`config.mk`:
```
export PLATFORM = sky130hd
export DESIGN_NAME = sccb_master
export DESIGN_NICKNAME = d
export VERILOG_FILES = /design/src/rtl/sccb_pkg.sv /design/src/rtl/sccb_bit_timer.sv /design/src/rtl/sccb_master.sv
export SDC_FILE = /design/constraint.sdc
export NUM_CORES = 1
export LEC_CHECK = 0
export CORE_MARGIN = 2
export CORE_UTILIZATION = 47
export CTS_CLUSTER_SIZE = 25
export DETAILED_ROUTE_END_ITERATION = 6
export PLACE_DENSITY = 0.69
export SLEW_MARGIN = 10
export SYNTH_ARGS = -nofsm -noshare
export SYNTH_HDL_FRONTEND = slang
export SYNTH_SLANG_ARGS = --single-unit
export TNS_END_PERCENT = 20
```
`constraint.sdc`:
```
create_clock -name clk -period 4 [get_ports clk]
set_clock_uncertainty 0.2 [all_clocks]
set_input_delay 0.6 -clock clk [delete_from_list [all_inputs] [get_ports clk]]
set_output_delay 0.6 -clock clk [all_outputs]
set_load 0.02 [all_outputs]
```
`src/rtl/sccb_pkg.sv`:
```
// sccb_pkg: shared FSM state type, ID direction bits and slot-phase helpers for the SCCB master
package sccb_pkg;

    typedef enum logic [2:0] {IDLE, START, BYTE, STOP, GAP} state_t;

    localparam logic ID_WR = 1'b0;
    localparam logic ID_RD = 1'b1;

    // Counter values at which each quarter-slot strobe fires (last cycle before the phase boundary)
    function automatic int q1_cnt(input int div);
        return div / 4 - 1;
    endfunction

    function automatic int half_cnt(input int div);
        return div / 2 - 1;
    endfunction

    function automatic int q3_cnt(input int div);
        return 3 * div / 4 - 1;
    endfunction

endpackage

```
`src/rtl/sccb_bit_timer.sv`:
```
// sccb_bit_timer: per-slot cycle counter producing quarter-phase strobes for the SCCB FSM
module sccb_bit_timer
    import sccb_pkg::*;
#(
    parameter int CLK_DIV = 120
) (
    input  logic clk,
    input  logic rst_n,
    input  logic run_i,
    output logic q1_o,
    output logic half_o,
    output logic q3_o,
    output logic slot_end_o
);

    localparam int W = $clog2(CLK_DIV);

    logic [W-1:0] cnt_q;

    // Count through one bit slot, wrapping at the slot end; parked at 0 while idle
    always_ff @(posedge clk or negedge rst_n) begin
        if (!rst_n) cnt_q <= '0;
        else        cnt_q <= (!run_i || slot_end_o) ? '0 : cnt_q + 1'b1;
    end

    // Strobes mark the last cycle before each phase boundary of the slot
    always_comb begin
        q1_o       = run_i && cnt_q == W'(q1_cnt(CLK_DIV));
        half_o     = run_i && cnt_q == W'(half_cnt(CLK_DIV));
        q3_o       = run_i && cnt_q == W'(q3_cnt(CLK_DIV));
        slot_end_o = run_i && cnt_q == W'(CLK_DIV - 1);
    end

endmodule

```
`src/rtl/sccb_master.sv`:
```
// sccb_master: SCCB master issuing 3-phase writes and 2-phase reads to a camera sensor
module sccb_master
    import sccb_pkg::*;
#(
    parameter int         CLK_DIV    = 120,
    parameter logic [6:0] DEV_ID     = 7'h21,
    parameter int         ADDR_BYTES = 1,
    parameter int         ACK_CHECK  = 0
) (
    input  logic                    clk,
    input  logic                    rst_n,
    input  logic                    ren,
    input  logic                    wen,
    input  logic [8*ADDR_BYTES-1:0] sub_addr,
    input  logic [7:0]              wdata,
    output logic [7:0]              rdata,
    output logic                    rdata_vld,
    output logic                    rdy,
    output logic                    ack_err,
    output logic                    sio_c,
    input  logic                    sio_d_r,
    output logic                    sio_d_w,
    output logic                    en_sio_d_w
);

    if (CLK_DIV % 4 != 0 || CLK_DIV < 8) begin : g_bad_div
        $error("sccb_master: CLK_DIV must be a multiple of 4 and at least 8");
    end
    if (ADDR_BYTES != 1 && ADDR_BYTES != 2) begin : g_bad_addr
        $error("sccb_master: ADDR_BYTES must be 1 or 2");
    end

    state_t                  state_q;
    logic                    rd_q, phase2_q, rdy_q, rdata_vld_q, ack_err_q;
    logic                    sio_c_q, sio_d_q, en_q;
    logic [1:0]              byte_q;
    logic [3:0]              bit_q;
    logic [8*ADDR_BYTES-1:0] addr_q;
    logic [7:0]              wdata_q, rx_q, rdata_q;

    logic                    q1, half, q3, slot_end;
    logic [1:0]              last_byte, byte_d;
    logic [3:0]              bit_d;
    logic                    rx, rx_d, en_d, last;
    logic [8*(ADDR_BYTES+2)-1:0] frame;
    logic [7:0]              tx;

    sccb_bit_timer #(.CLK_DIV(CLK_DIV)) u_timer (
        .clk        (clk),
        .rst_n      (rst_n),
        .run_i      (state_q != IDLE),
        .q1_o       (q1),
        .half_o     (half),
        .q3_o       (q3),
        .slot_end_o (slot_end)
    );

    // Byte sequencing: which byte is on the wire, where the next slot lands and whether SIO_D is released there
    always_comb begin
        frame     = {DEV_ID, phase2_q ? ID_RD : ID_WR, addr_q, wdata_q};
        tx        = frame[8*(ADDR_BYTES + 1 - int'(byte_q)) +: 8];
        last_byte = phase2_q ? 2'd1 : rd_q ? 2'(ADDR_BYTES) : 2'(ADDR_BYTES + 1);
        last      = bit_q == 4'd8 && byte_q == last_byte;
        byte_d    = bit_q == 4'd8 ? byte_q + 2'd1 : byte_q;
        bit_d     = bit_q == 4'd8 ? 4'd0 : bit_q + 4'd1;
        rx        = phase2_q && byte_q == 2'd1;
        rx_d      = phase2_q && byte_d == 2'd1;
        en_d      = !((rx_d && bit_d != 4'd8) || (ACK_CHECK != 0 && !rx_d && bit_d == 4'd8));
    end

    // Transaction FSM with registered bus and handshake outputs, driven by the slot strobes
    always_ff @(posedge clk or negedge rst_n) begin
        if (!rst_n) begin
            state_q     <= IDLE;
            rd_q        <= 1'b0;
            phase2_q    <= 1'b0;
            byte_q      <= '0;
            bit_q       <= '0;
            addr_q      <= '0;
            wdata_q     <= '0;
            rx_q        <= '0;
            rdata_q     <= '0;
            rdata_vld_q <= 1'b0;
            rdy_q       <= 1'b1;
            ack_err_q   <= 1'b0;
            sio_c_q     <= 1'b1;
            sio_d_q     <= 1'b1;
            en_q        <= 1'b0;
        end else begin
            rdata_vld_q <= 1'b0;
            case (state_q)
                IDLE: if (rdy_q && (ren || wen)) begin
                    state_q   <= START;
                    rd_q      <= !wen;
                    phase2_q  <= 1'b0;
                    byte_q    <= '0;
                    bit_q     <= '0;
                    addr_q    <= sub_addr;
                    wdata_q   <= wdata;
                    ack_err_q <= 1'b0;
                    rdy_q     <= 1'b0;
                    en_q      <= 1'b1;
                end
                START: begin
                    if (half) sio_d_q <= 1'b0;
                    if (slot_end) begin
                        state_q <= BYTE;
                        sio_c_q <= 1'b0;
                    end
                end
                BYTE: begin
                    if (q1) sio_d_q <= (bit_q == 4'd8 || rx) ? 1'b1 : tx[3'd7 - bit_q[2:0]];
                    if (half) sio_c_q <= 1'b1;
                    if (q3 && rx && bit_q != 4'd8) rx_q <= {rx_q[6:0], sio_d_r};
                    if (q3 && ACK_CHECK != 0 && !rx && bit_q == 4'd8 && sio_d_r) ack_err_q <= 1'b1;
                    if (slot_end) begin
                        sio_c_q <= 1'b0;
                        if (last) begin
                            state_q <= STOP;
                            en_q    <= 1'b1;
                        end else begin
                            byte_q <= byte_d;
                            bit_q  <= bit_d;
                            en_q   <= en_d;
                        end
                    end
                end
                STOP: begin
                    if (q1) sio_d_q <= 1'b0;
                    if (half) sio_c_q <= 1'b1;
                    if (q3) sio_d_q <= 1'b1;
                    if (slot_end) begin
                        byte_q <= '0;
                        bit_q  <= '0;
                        if (rd_q && !phase2_q) begin
                            state_q  <= GAP;
                            phase2_q <= 1'b1;
                        end else begin
                            state_q     <= IDLE;
                            en_q        <= 1'b0;
                            rdy_q       <= 1'b1;
                            rdata_vld_q <= rd_q;
                            if (rd_q) rdata_q <= rx_q;
                        end
                    end
                end
                GAP: if (slot_end) state_q <= START;
                default: state_q <= IDLE;
            endcase
        end
    end

    assign rdata      = rdata_q;
    assign rdata_vld  = rdata_vld_q;
    assign rdy        = rdy_q;
    assign ack_err    = ack_err_q;
    assign sio_c      = sio_c_q;
    assign sio_d_w    = sio_d_q;
    assign en_sio_d_w = en_q;

endmodule

```
==> out/qor.yml <==
tightest_slew_ns: 0.8384
gp_congestion: 0.8808
dieHeight_um: 81.50
fin_crit_sh_pct: 68.57
slew-limit-headroom_pct: 44.11
hold_violations: 0
yosys.area.top_type: "dfrtp_1"
start_kind: "flop"
hold_path_class: "input pin to async pin"
rows: 28
power.total_mw: 0.8859
setup_viol: 0
area_growth_pct: 15.87
final-max-slew-violation-count: 0
synth_area_leaders: "dfrtp_1 (46%), nand2_1 (8.2%), mux2_2 (4.8%)"
drt_pass1_iterations: 4
pin_count: 35
synth_edf_count: 0
yosys-mux-area-fraction_pct: 11.35
synth_top_area_share_pct: 46.10
n_fill_cell: 536
cts_hold_buf: 0
syn-num-nets: 307
post_cts_resized: 0
dp_hpwl_mm: 3.956
power_density_nw_per_um2: 270.9
viasPerCell: 5.355
yosys_most_used_dff: "dfrtp_1"
grt_antenna_before_repair: 0
crit_arrival_ns: 2.74
core_um2: 5851
grt_setup_unrepaired: "no"
clock_latency_ns: 0.30
postRouteAntennaNets: 0
drive_gt1_share_pct: 13.64
ys_warn_count: 0
path_class: "flop to flop"
utilization_pct: 55.90
cap_violations: 0
synthAdderAreaFrac_pct: 2.660
worst_path_max_delay_cell: "or4_1"
clock_sinks: 55
synth_top_family_by_area: "simple AND/OR/NAND/NOR gates"
vias: 2051
die_width_um: 81.50
h-tree-depth: 2
status: "finished, final reports clean"
detail_route.wl_per_cell_um: 14.42
crit_path_end_kind: "flop"
fmax_ghz: 0.3646
synth_xor_area_share_pct: 1.862
critPathMaxFanout: 12
drc: 0
grt_pass1_vias: 1952
cts_buffers: 5
critPathBufInv: 0
start_util_pct: 48.25
synth-simple-area-share_pct: 21.28
synth_compound_gate_area_share_pct: 10.06
power.leakage_nw: 1.529
synthCells: 280
synth-seq-cells: 55
num-nets-final: 335
grt_pass1_wl_mm: 9.356
seq_area_frac_synth_pct: 48.89
clockBufferDepth: 2
clockRootBuffer: "clkbuf_8"
grt_max_degree: 38
netlist_area_um2: 2823
post_cts_buffers: 0
worst_path_most_repeated_cell: "or4_1"
synth_cell_type_count: 53
cp.required_ns: 3.99
wl_mm: 5.524
diodes: 0
ys_async_sr_fraction_pct: 100.0
port_buffers: 33
cts_tree: "built"
cp_cell_sequence: "nor3_4 > or4_1 > or4_1 > mux2_4"
die-area_um2: 6641
peakVddDrop_mv: 0.2114
clkTransAtPathRegs_ns: 0.09
syn_avg_cell_area_um2: 10.08
cp_top_family: "simple AND/OR/NAND/NOR gates"
grt_usage_pct: 18.32
worst_path_largest_cell_delay_ns: 0.79
drt-initial-drc-count: 143
fin_crit_ns: 2.743
fin_setup_tns_ns: 0
grt_overflow: 0
## metrics by stage
| step | setup slack (ns) | area (um2) | hold WS, ns | std cells |
|---|---|---|---|---|
| after floorplan | 1.654 | 2823 | 0.1044 | 280 |
| after global placement | 1.321 | 3188 | 0.2552 | 376 |
| after detailed placement | 1.282 | 3188 | 0.2571 | 376 |
| after CTS | 1.267 | 3271 | 0.2315 | 383 |
| after global routing | 1.120 | 3271 | 0.2533 | 383 |
| final | 1.257 | 3271 | 0.1898 | 383 |
## where the power goes
group          switching [mW]  internal, mW  leakage (nW)  total [mW]
Combinational          0.0147        0.0185         0.775      0.0332
Sequential           0.000367         0.556         0.710       0.557
Clock                   0.176         0.120        0.0440       0.296
Total                   0.191         0.695          1.53       0.886
## worst paths after layout
kind	depth (start not counted)	to	slack, ns	start
min in group clk	2	addr_q[7]$_DFFE_PN0P_	0.27	addr_q[7]$_DFFE_PN0P_
hold reg to reg	2	addr_q[7]$_DFFE_PN0P_	0.27	addr_q[7]$_DFFE_PN0P_
max in group asynchronous	2	sio_d_w$_DFFE_PN1P_	2.58	rst_n
setup reg to reg	4	rx_q[0]$_DFFE_PN0P_	1.26	state_q[2]$_DFFE_PN0P_
setup / recovery	4	rx_q[0]$_DFFE_PN0P_	1.26	state_q[2]$_DFFE_PN0P_
hold / removal	1	bit_q[0]$_DFFE_PN0P_	0.19	rst_n
## synth_stat cells, drive strengths merged, types with 5 or more instances
| master | instances |
|---|---|
| nand2 | 62 |
| dfrtp | 52 |
| mux2 | 20 |
| nor2 | 20 |
| clkbuf | 12 |
| nand3 | 10 |
| inv | 8 |
| nor3 | 7 |
| ha | 6 |
| a21oi | 5 |
| nand3b | 5 |
| o21ai | 5 |
## state kept, by name, summed over array words and instances, names as in the netlist
signal	cells
u_timer.cnt_q	7
addr_q	8
wdata_q	8
en_sio_d_w	1
rd_q	1
byte_q	2
rdata_vld	1
rdy	1
rdata	8
sio_c	1
sio_d_w	1
state_q	3
rx_q	8
bit_q	4
phase2_q	1
## routing by layer
layer	share of wire [%]	up-vias	global-route usage, %
met5	0	-	0
met4	0.78	0	4.068
met3	3.5	4	3.626
met2	45	38	28.36
met1	50	983	26.72
li1	-	1026	-
## logic make-up after synthesis
family | count (synthesis)
and+or+nand+nor | 126
DFF | 55
AOI/OAI and AO/OA | 39
muxes | 24
buffers and inverters | 23
adders and majority gates | 6
xor gates and xnor gates | 6
other | 1
## cell type report
type,instances,area [um2],share of cell area (%)
timing repair buffer,36,347.8,10.64
tap,75,93.84,2.869
multi-input combinational,202,1336,40.86
clock buffer,5,68.82,2.104
sequential,55,1380,42.20
clock inverter,2,13.76,0.4208
inverter,8,30.03,0.9181
## placed cells by master, fill, tap and decap left out, types with 2 or more instances in the layout
master | synthesis | layout
o211ai_1 | 3 | 3
buf_4 | 1 | 3
nor2b_1 | 3 | 3
xnor2_1 | 4 | 4
nand2_1 | 62 | 62
a22oi_1 | 2 | 2
mux2_4 | 8 | 8
o21ai_0 | 5 | 5
dfrtp_1 | 52 | 52
or4_1 | 4 | 4
or2_2 | 2 | 2
ha_1 | 6 | 6
a31oi_1 | 2 | 2
a21o_1 | 3 | 3
nor2_1 | 20 | 20
clkbuf_8 | 0 | 5
a41oi_1 | 4 | 4
o2bb2ai_1 | 2 | 2
mux4_2 | 2 | 2
nor3_1 | 6 | 6
nor3b_1 | 3 | 3
nand3b_1 | 5 | 5
inv_1 | 8 | 8
mux2_2 | 12 | 12
clkdlybuf4s50_1 | 0 | 32
xor2_1 | 2 | 2
nand4_1 | 2 | 2
mux2i_1 | 2 | 2
dfstp_2 | 3 | 3
nand3_1 | 9 | 9
a21oi_1 | 5 | 5
nand2b_1 | 4 | 4
Note: power is estimated with default switching activity, not from simulation.
